$ cat src/rtl/cla16_pipe_if.sv
// Operand/result handshake bundle for cla16_pipe; master is the traffic source/sink,
// slave is the adder itself.
interface cla16_pipe_if #(
   parameter int WIDTH = 16,
   parameter int CNT_W = 16
);
   logic             in_valid;
   logic             in_ready;
   logic [WIDTH-1:0] in_a;
   logic [WIDTH-1:0] in_b;
   logic             in_carry;
   logic             out_valid;
   logic             out_ready;
   logic [WIDTH-1:0] out_sum;
   logic             out_carry;
   logic             PG;
   logic             GG;
   logic [CNT_W-1:0] out_count;

   modport master (
      output in_valid, in_a, in_b, in_carry, out_ready,
      input  in_ready, out_valid, out_sum, out_carry, PG, GG, out_count
   );

   modport slave (
      input  in_valid, in_a, in_b, in_carry, out_ready,
      output in_ready, out_valid, out_sum, out_carry, PG, GG, out_count
   );
endinterface

$ cat src/rtl/cla16_pipe.sv
// Two-stage adder: 4-bit lookahead groups + second-level carry unit; 2-cycle latency.
// in_ready follows out_ready combinationally, so a full pipe still streams 1/cycle.
module cla16_pipe #(
   parameter int WIDTH = 16,
   parameter int CNT_W = 16
) (
   input logic         clk,
   input logic         rst,
   cla16_pipe_if.slave bus
);
   localparam int NG = WIDTH / 4;

   if ((WIDTH % 4) != 0 || WIDTH < 4 || WIDTH > 16) begin : g_width_chk
      $error("cla16_pipe: WIDTH must be 4, 8, 12 or 16");
   end

   logic             s1_valid_q, s1_valid_d;
   logic [WIDTH-1:0] s1_a_q, s1_a_d;
   logic [WIDTH-1:0] s1_b_q, s1_b_d;
   logic             s1_cin_q, s1_cin_d;
   logic             out_valid_q, out_valid_d;
   logic [WIDTH-1:0] out_sum_q, out_sum_d;
   logic             out_carry_q, out_carry_d;
   logic             pg_q, pg_d;
   logic             gg_q, gg_d;
   logic [CNT_W-1:0] count_q, count_d;

   logic [WIDTH-1:0] p, g, sum;
   logic [NG-1:0]    grp_p, grp_g;
   logic [NG:0]      c;
   logic             bit_c;
   logic             blk_g;
   logic             handoff, out_load, accept;

   // Group PG/GG feed the second-level carries; bits inside a group use their group's c[i].
   always_comb begin
      p     = s1_a_q ^ s1_b_q;
      g     = s1_a_q & s1_b_q;
      sum   = '0;
      grp_p = '0;
      grp_g = '0;
      c     = '0;
      c[0]  = s1_cin_q;
      bit_c = 1'b0;
      blk_g = 1'b0;
      for (int i = 0; i < NG; i++) begin
         grp_p[i] = &p[4*i +: 4];
         grp_g[i] = g[4*i+3]
                  | (p[4*i+3] & g[4*i+2])
                  | ((&p[4*i+2 +: 2]) & g[4*i+1])
                  | ((&p[4*i+1 +: 3]) & g[4*i]);
         c[i+1]   = grp_g[i] | (grp_p[i] & c[i]);
         blk_g    = grp_g[i] | (grp_p[i] & blk_g);
         bit_c    = c[i];
         for (int j = 0; j < 4; j++) begin
            sum[4*i+j] = p[4*i+j] ^ bit_c;
            bit_c      = g[4*i+j] | (p[4*i+j] & bit_c);
         end
      end
   end

   assign handoff      = out_valid_q & bus.out_ready;
   assign out_load     = s1_valid_q & (~out_valid_q | bus.out_ready);
   assign bus.in_ready = ~s1_valid_q | out_load;
   assign accept       = bus.in_valid & bus.in_ready;

   always_comb begin
      s1_valid_d  = s1_valid_q;
      s1_a_d      = s1_a_q;
      s1_b_d      = s1_b_q;
      s1_cin_d    = s1_cin_q;
      out_valid_d = out_valid_q;
      out_sum_d   = out_sum_q;
      out_carry_d = out_carry_q;
      pg_d        = pg_q;
      gg_d        = gg_q;
      count_d     = count_q + {{(CNT_W-1){1'b0}}, handoff};

      if (accept) begin
         s1_valid_d = 1'b1;
         s1_a_d     = bus.in_a;
         s1_b_d     = bus.in_b;
         s1_cin_d   = bus.in_carry;
      end else if (out_load) begin
         s1_valid_d = 1'b0;
      end

      // A stalled result stays put until the consumer takes it.
      if (out_load) begin
         out_valid_d = 1'b1;
         out_sum_d   = sum;
         out_carry_d = c[NG];
         pg_d        = &grp_p;
         gg_d        = blk_g;
      end else if (handoff) begin
         out_valid_d = 1'b0;
      end
   end

   always_ff @(posedge clk or posedge rst) begin
      if (rst) begin
         s1_valid_q  <= 1'b0;
         s1_a_q      <= '0;
         s1_b_q      <= '0;
         s1_cin_q    <= 1'b0;
         out_valid_q <= 1'b0;
         out_sum_q   <= '0;
         out_carry_q <= 1'b0;
         pg_q        <= 1'b0;
         gg_q        <= 1'b0;
         count_q     <= '0;
      end else begin
         s1_valid_q  <= s1_valid_d;
         s1_a_q      <= s1_a_d;
         s1_b_q      <= s1_b_d;
         s1_cin_q    <= s1_cin_d;
         out_valid_q <= out_valid_d;
         out_sum_q   <= out_sum_d;
         out_carry_q <= out_carry_d;
         pg_q        <= pg_d;
         gg_q        <= gg_d;
         count_q     <= count_d;
      end
   end

   assign bus.out_valid = out_valid_q;
   assign bus.out_sum   = out_sum_q;
   assign bus.out_carry = out_carry_q;
   assign bus.PG        = pg_q;
   assign bus.GG        = gg_q;
   assign bus.out_count = count_q;
endmodule

$ cat src/flat_wrapper.sv
// flat-port wrapper written by rule: the top's interface ports become plain ports
module cla16_pipe_flat 
#(
   parameter int WIDTH = 16,
   parameter int CNT_W = 16
)
  (clk, rst, bus_in_valid, bus_in_a, bus_in_b, bus_in_carry, bus_out_ready, bus_in_ready, bus_out_valid, bus_out_sum, bus_out_carry, bus_PG, bus_GG, bus_out_count);
  cla16_pipe_if #(.WIDTH(WIDTH), .CNT_W(CNT_W)) bus_i ();
  input logic clk;
  input logic rst;
  input wire logic [$bits(bus_i.in_valid)-1:0] bus_in_valid;
  input wire logic [$bits(bus_i.in_a)-1:0] bus_in_a;
  input wire logic [$bits(bus_i.in_b)-1:0] bus_in_b;
  input wire logic [$bits(bus_i.in_carry)-1:0] bus_in_carry;
  input wire logic [$bits(bus_i.out_ready)-1:0] bus_out_ready;
  output wire logic [$bits(bus_i.in_ready)-1:0] bus_in_ready;
  output wire logic [$bits(bus_i.out_valid)-1:0] bus_out_valid;
  output wire logic [$bits(bus_i.out_sum)-1:0] bus_out_sum;
  output wire logic [$bits(bus_i.out_carry)-1:0] bus_out_carry;
  output wire logic [$bits(bus_i.PG)-1:0] bus_PG;
  output wire logic [$bits(bus_i.GG)-1:0] bus_GG;
  output wire logic [$bits(bus_i.out_count)-1:0] bus_out_count;
  assign bus_i.in_valid = bus_in_valid;
  assign bus_i.in_a = bus_in_a;
  assign bus_i.in_b = bus_in_b;
  assign bus_i.in_carry = bus_in_carry;
  assign bus_i.out_ready = bus_out_ready;
  assign bus_in_ready = bus_i.in_ready;
  assign bus_out_valid = bus_i.out_valid;
  assign bus_out_sum = bus_i.out_sum;
  assign bus_out_carry = bus_i.out_carry;
  assign bus_PG = bus_i.PG;
  assign bus_GG = bus_i.GG;
  assign bus_out_count = bus_i.out_count;
  cla16_pipe #(.WIDTH(WIDTH), .CNT_W(CNT_W)) u_core (.clk(clk), .rst(rst), .bus(bus_i));
endmodule
$ cat config.mk
export PLATFORM = sky130hd
export DESIGN_NAME = cla16_pipe_flat
export DESIGN_NICKNAME = d
export VERILOG_FILES = /design/src/rtl/cla16_pipe_if.sv /design/src/rtl/cla16_pipe.sv /design/src/flat_wrapper.sv
export SDC_FILE = /design/constraint.sdc
export NUM_CORES = 1
export LEC_CHECK = 0
export CORE_UTILIZATION = 50
export DETAILED_ROUTE_END_ITERATION = 10
export PLACE_DENSITY = 0.83
export REMOVE_ABC_BUFFERS = 1
export SYNTH_ARGS = -nofsm -noshare
export SYNTH_HDL_FRONTEND = slang
export SYNTH_SLANG_ARGS = --single-unit
$ cat constraint.sdc
create_clock -name clk -period 8.2 [get_ports clk]
set_clock_uncertainty 0.05 [all_clocks]
set_input_delay 1.23 -clock clk [delete_from_list [all_inputs] [get_ports clk]]
set_output_delay 1.23 -clock clk [all_outputs]
set_load 0.005 [all_outputs]
# Yosys cells after proc, flatten, opt, wreduce, memory -nomap -nowiden
# Index checks and enable logic that the tools add are counted.
# word_totals
regBits	70
in_bits	37
output_inout_bits	37
wordCells	117
# classes
addsub	1
n_mux	4
bitwise_logic	87
n_reduce_logical	15
# op_table
operator	n
1-bit AND	34
1-bit OR	33
16-bit by 1-bit adder with 16-bit output	1
16-bit AND	1
16-bit AND reduction	1
4-bit AND reduction	4
1-bit XOR	16
16-bit XOR	1
3-bit AND reduction	4
2-bit AND reduction	4
1-bit 2-to-1 mux	4
2-bit nonzero test	2
1-bit inverter	2

# Depth between registers and ports, before layout
# depth
depth_word	17
mapped_depth	11
depth_no_buf	11

# Least setup slack after synthesis
# OpenSTA, ideal clock, no wires.
# synth_path
path_type	register -> register
start	reg u_core.s1_b_q[1]
end	reg u_core.out_sum_q[14] (netlist: u_core.bus.out_sum[14])
setup_time_ns	0.125
arrival_ns	2.923
required_time_ns	8.025
slack_ns	5.102
path_stages_with_launch	11
n_path_buf	0
period_less_slack_ns	3.098
cell_sequence	dfrtp_1 -> ha_1 -> a41oi_2 -> o21ai_2 -> a221o_1 -> nand2_1 -> nand2_1 -> fa_1 -> fa_1 -> fa_1 -> mux2_2
# synth_via
elab_chain_len	14
elab_cells_between_ends	19
classes_between	bitwise: 17; reduce/logical: 2
# synth_lines
item	line	text
start, declared	cla16_pipe.sv:19	logic [WIDTH-1:0] s1_b_q, s1_b_d;
start signal, assigned	cla16_pipe.sv:104	s1_b_q <= '0;
start signal, assigned	cla16_pipe.sv:115	s1_b_q <= s1_b_d;
16-bit XOR or 16-bit AND (tied branches)	cla16_pipe.sv:37, cla16_pipe.sv:38	
3-bit AND reduction or 1-bit AND (tied branches)	cla16_pipe.sv:51, cla16_pipe.sv:50	
1-bit AND or 1-bit OR (tied branches)	cla16_pipe.sv:51, cla16_pipe.sv:50	
1-bit OR	cla16_pipe.sv:51	| ((&p[4*i+1 +: 3]) & g[4*i]);
1-bit OR *	cla16_pipe.sv:52	c[i+1] = grp_g[i] | (grp_p[i] & c[i]);
1-bit AND *	cla16_pipe.sv:52	
1-bit OR *	cla16_pipe.sv:52	
1-bit AND *	cla16_pipe.sv:52	
1-bit OR *	cla16_pipe.sv:52	
1-bit AND *	cla16_pipe.sv:57	bit_c = g[4*i+j] | (p[4*i+j] & bit_c);
1-bit OR *	cla16_pipe.sv:57	
1-bit AND *	cla16_pipe.sv:57	
1-bit OR *	cla16_pipe.sv:57	
1-bit XOR *	cla16_pipe.sv:56	sum[4*i+j] = p[4*i+j] ^ bit_c;
named net u_core.sum[14]	cla16_pipe.sv:28	logic [WIDTH-1:0] p, g, sum;
end signal, assigned	cla16_pipe.sv:118	out_sum_q <= out_sum_d;
end, declared	cla16_pipe.sv:22	logic [WIDTH-1:0] out_sum_q, out_sum_d;
# Mark *: on every way through the listed nets, which the timed path passes. The rest lies on a longest branch.
# A chain may end at the register's enable or synchronous reset.

# Worst setup path in the final report
# layout_path
start	in bus_out_ready
end	out bus_in_ready
# layout_via
elab_chain_len	3
# layout_lines
item	line	text
start, declared	flat_wrapper.sv:15	input wire logic [$bits(bus_i.out_ready)-1:0] bus_out_ready;
1-bit OR	cla16_pipe.sv:63	assign out_load = s1_valid_q & (~out_valid_q | bus.out_ready);
1-bit AND	cla16_pipe.sv:63	
1-bit OR	cla16_pipe.sv:64	assign bus.in_ready = ~s1_valid_q | out_load;
end, declared	flat_wrapper.sv:16	output wire logic [$bits(bus_i.in_ready)-1:0] bus_in_ready;
# Every way passes these cells.

==> impl_metrics.ini <==
[synth]
yosys.area_share.simple_pct = 8.571
postSynth.asyncResetShare_pct = 100.0
synthXorXnorAreaFrac_pct = 4.675
synth_seq_cells = 70
syn_avg_cell_area_um2 = 12.97
synthAdderAreaFrac_pct = 13.80
synth-compound-area-share_pct = 4.490
synthCells = 260
synth-edff-count = 0
seq_area_frac_synth_pct = 51.95
synth-warning-count = 0
syn_area_mm2 = 0.003372
synth_top_family_by_area = multiplexers
synthMuxAreaShare_pct = 14.03
synth_flop_cell = dfrtp_1
ys_types = 35

[sta]
grt_setup_unrepaired = false
worst_pin_slew_ps = 873.1
finalWorstSetupSlack_ps = 4534
hold_viol_final = 0
period_minus_slack_ps = 3666
slew_violations = 0
fin_crit_sh_pct = 44.71
fin_setup_tns_ps = 0
timing.slew.headroom_pct = 41.79
setup_viol = 0
fmax_mhz = 272.8

[routing]
drt_wl_total_um = 6192
via_per_inst = 5.233
wl_per_cell_um = 14.74
routed-via-count = 2198
drt-initial-drc-count = 75
remaining_drc_errors = 14
ant_nets = 0
drtPass1Iterations = 7

[die]
core_area_mm2 = 0.006422
die-area_mm2 = 0.007076
die_height_um = 84.12
io_pins = 74
initial_core_util_pct = 52.50
die_width_um = 84.12
rows = 29

[clocking]
clk_latency_ps = 330
htree_num_levels = 3
cts_tree = built
postCtsHoldBufs = 0
cts.clk_slew.worst_paths_ps = 70
cts_setup_buffers = 0
cts_resized = 0
numCtsBuffers = 9
ctsRootBufferMaster = clkbuf_8
cts.sinks = 70
max-clock-path-buffers = 2

[critical_path]
cp-end-kind = output port
critPathKind = in2out
reg2reg_depth = 10
cp.arrival_ps = 2390
crit_fanout = 3
startpoint_type = input port
crit_required_ps = 6920

[global_routing]
grt_pass1_wl_um = 10630
grt_max_degree = 71
grt.total_usage_pct = 19.51
grt_pass1_vias = 2364
antenna_found_initial = 0
grt_overflow = 0

[placement]
gp_congestion = 0.8124
port_buffers = 73
place_ws_ps = 4527
hpwlAfterDp_um = 4535

[cells_and_area]
drive_above_1_share_pct = 18.66
syn_to_final_growth_pct = 28.42
final_common_cell = clkdlybuf4s50_1
nNetsFinal = 407
num_antenna_cells = 0
final_cell_mix = 73 x clkdlybuf4s50_1, 70 x dfrtp_1, 42 x mux2_2

[power_and_ir_drop]
peakVddDrop_mv = 0.1198
p_leak_uw = 0.001892
power_density_mw_per_mm2 = 249.2
power_uw = 1079

[status]
violations = DRC
status = finished, violations left

[min_path]
hold_path_depth = 1
min_path_type = reg2reg

[job]
cap_violations = 0
==> final timing paths <==
check | end | startpoint | slack, ps
min | u_core.bus.out_count[15] | u_core.bus.out_count[15] | 430
max | bus_in_ready | bus_out_ready | 4530
max in group asynchronous | u_core.s1_b_q[9] | rst | 6090
min reg2reg | u_core.bus.out_count[15] | u_core.bus.out_count[15] | 430
max reg2reg | u_core.bus.out_sum[14] | u_core.s1_b_q[1] | 4910
min in group asynchronous | u_core.bus.out_count[4] | rst | 1420
==> Yosys cell counts, types with 2 or more instances <==
| cell | number | share of area (%) |
|---|---|---|
| nor2_1 | 6 | 0.67 |
| o21ai_0 | 10 | 1.5 |
| nand2b_1 | 3 | 0.56 |
| nand2_1 | 21 | 2.3 |
| xor2_1 | 7 | 1.8 |
| xnor2_1 | 11 | 2.9 |
| buf_4 | 3 | 0.67 |
| and3_1 | 2 | 0.37 |
| dfrtp_1 | 70 | 52 |
| nor3_1 | 2 | 0.30 |
| nand4_1 | 4 | 0.74 |
| and2_1 | 2 | 0.37 |
| ha_1 | 18 | 6.7 |
| a21oi_1 | 7 | 1.0 |
| mux2_2 | 42 | 14 |
| nand3_1 | 9 | 1.3 |
| fa_1 | 12 | 7.1 |
| inv_1 | 14 | 1.6 |
==> metal layers <==
metal | track usage (%) | vias up | part of all wire [%]
met5 | 0 | - | 0
met4 | 7.994 | 0 | 1.5
met3 | 3.956 | 9 | 4.4
met2 | 33.61 | 58 | 50
met1 | 24.13 | 1083 | 44
li1 | - | 1048 | -
==> cells by family after synthesis <==
logic type | Yosys count
flops | 70
simple gates | 57
mux | 42
fa+ha+maj | 30
compound gates | 24
buf+inv | 19
xor+xnor | 18
==> stage by stage <==
step,hold WS [ps],std cells,utilization [%],instance area [um2]
floorplan,418.2,255,-,3341
global placement,411.5,406,65.01,4175
detailed placement,418.9,406,65.01,4175
CTS,429.0,420,67.43,4330
global route,442.5,420,67.43,4330
finish,426.5,420,67.43,4330
==> critical path, cell delays in order <==
cell             delay (ps)
clkdlybuf4s50_1         480
nand3b_1                160
clkdlybuf4s50_1         520
==> power breakdown <==
group          switching [uW]  internal (uW)
combinational             138            218
clock                     115            114
sequential               67.2            428
==> flip-flops by register name, summed over array words and instances (netlist names) <==
register and flops:
u_core.s1_cin_q 1, u_core.s1_a_q 16, u_core.bus.out_carry 1, u_core.s1_valid_q 1, u_core.bus.out_sum 16, u_core.bus.PG 1
u_core.bus.out_valid 1, u_core.s1_b_q 16, u_core.bus.out_count 16, u_core.bus.GG 1
==> layout make-up <==
type                    count  area (um2)
well taps                  77       96.34
repair buffers             74       738.2
clock inverters             2       10.01
flip-flops and latches     70        1752
multi-input cells         171        1536
inverters                  14       52.55
clock buffers              12       145.1
fillers                   500        2092
Power figures use the tool's default switching activity.
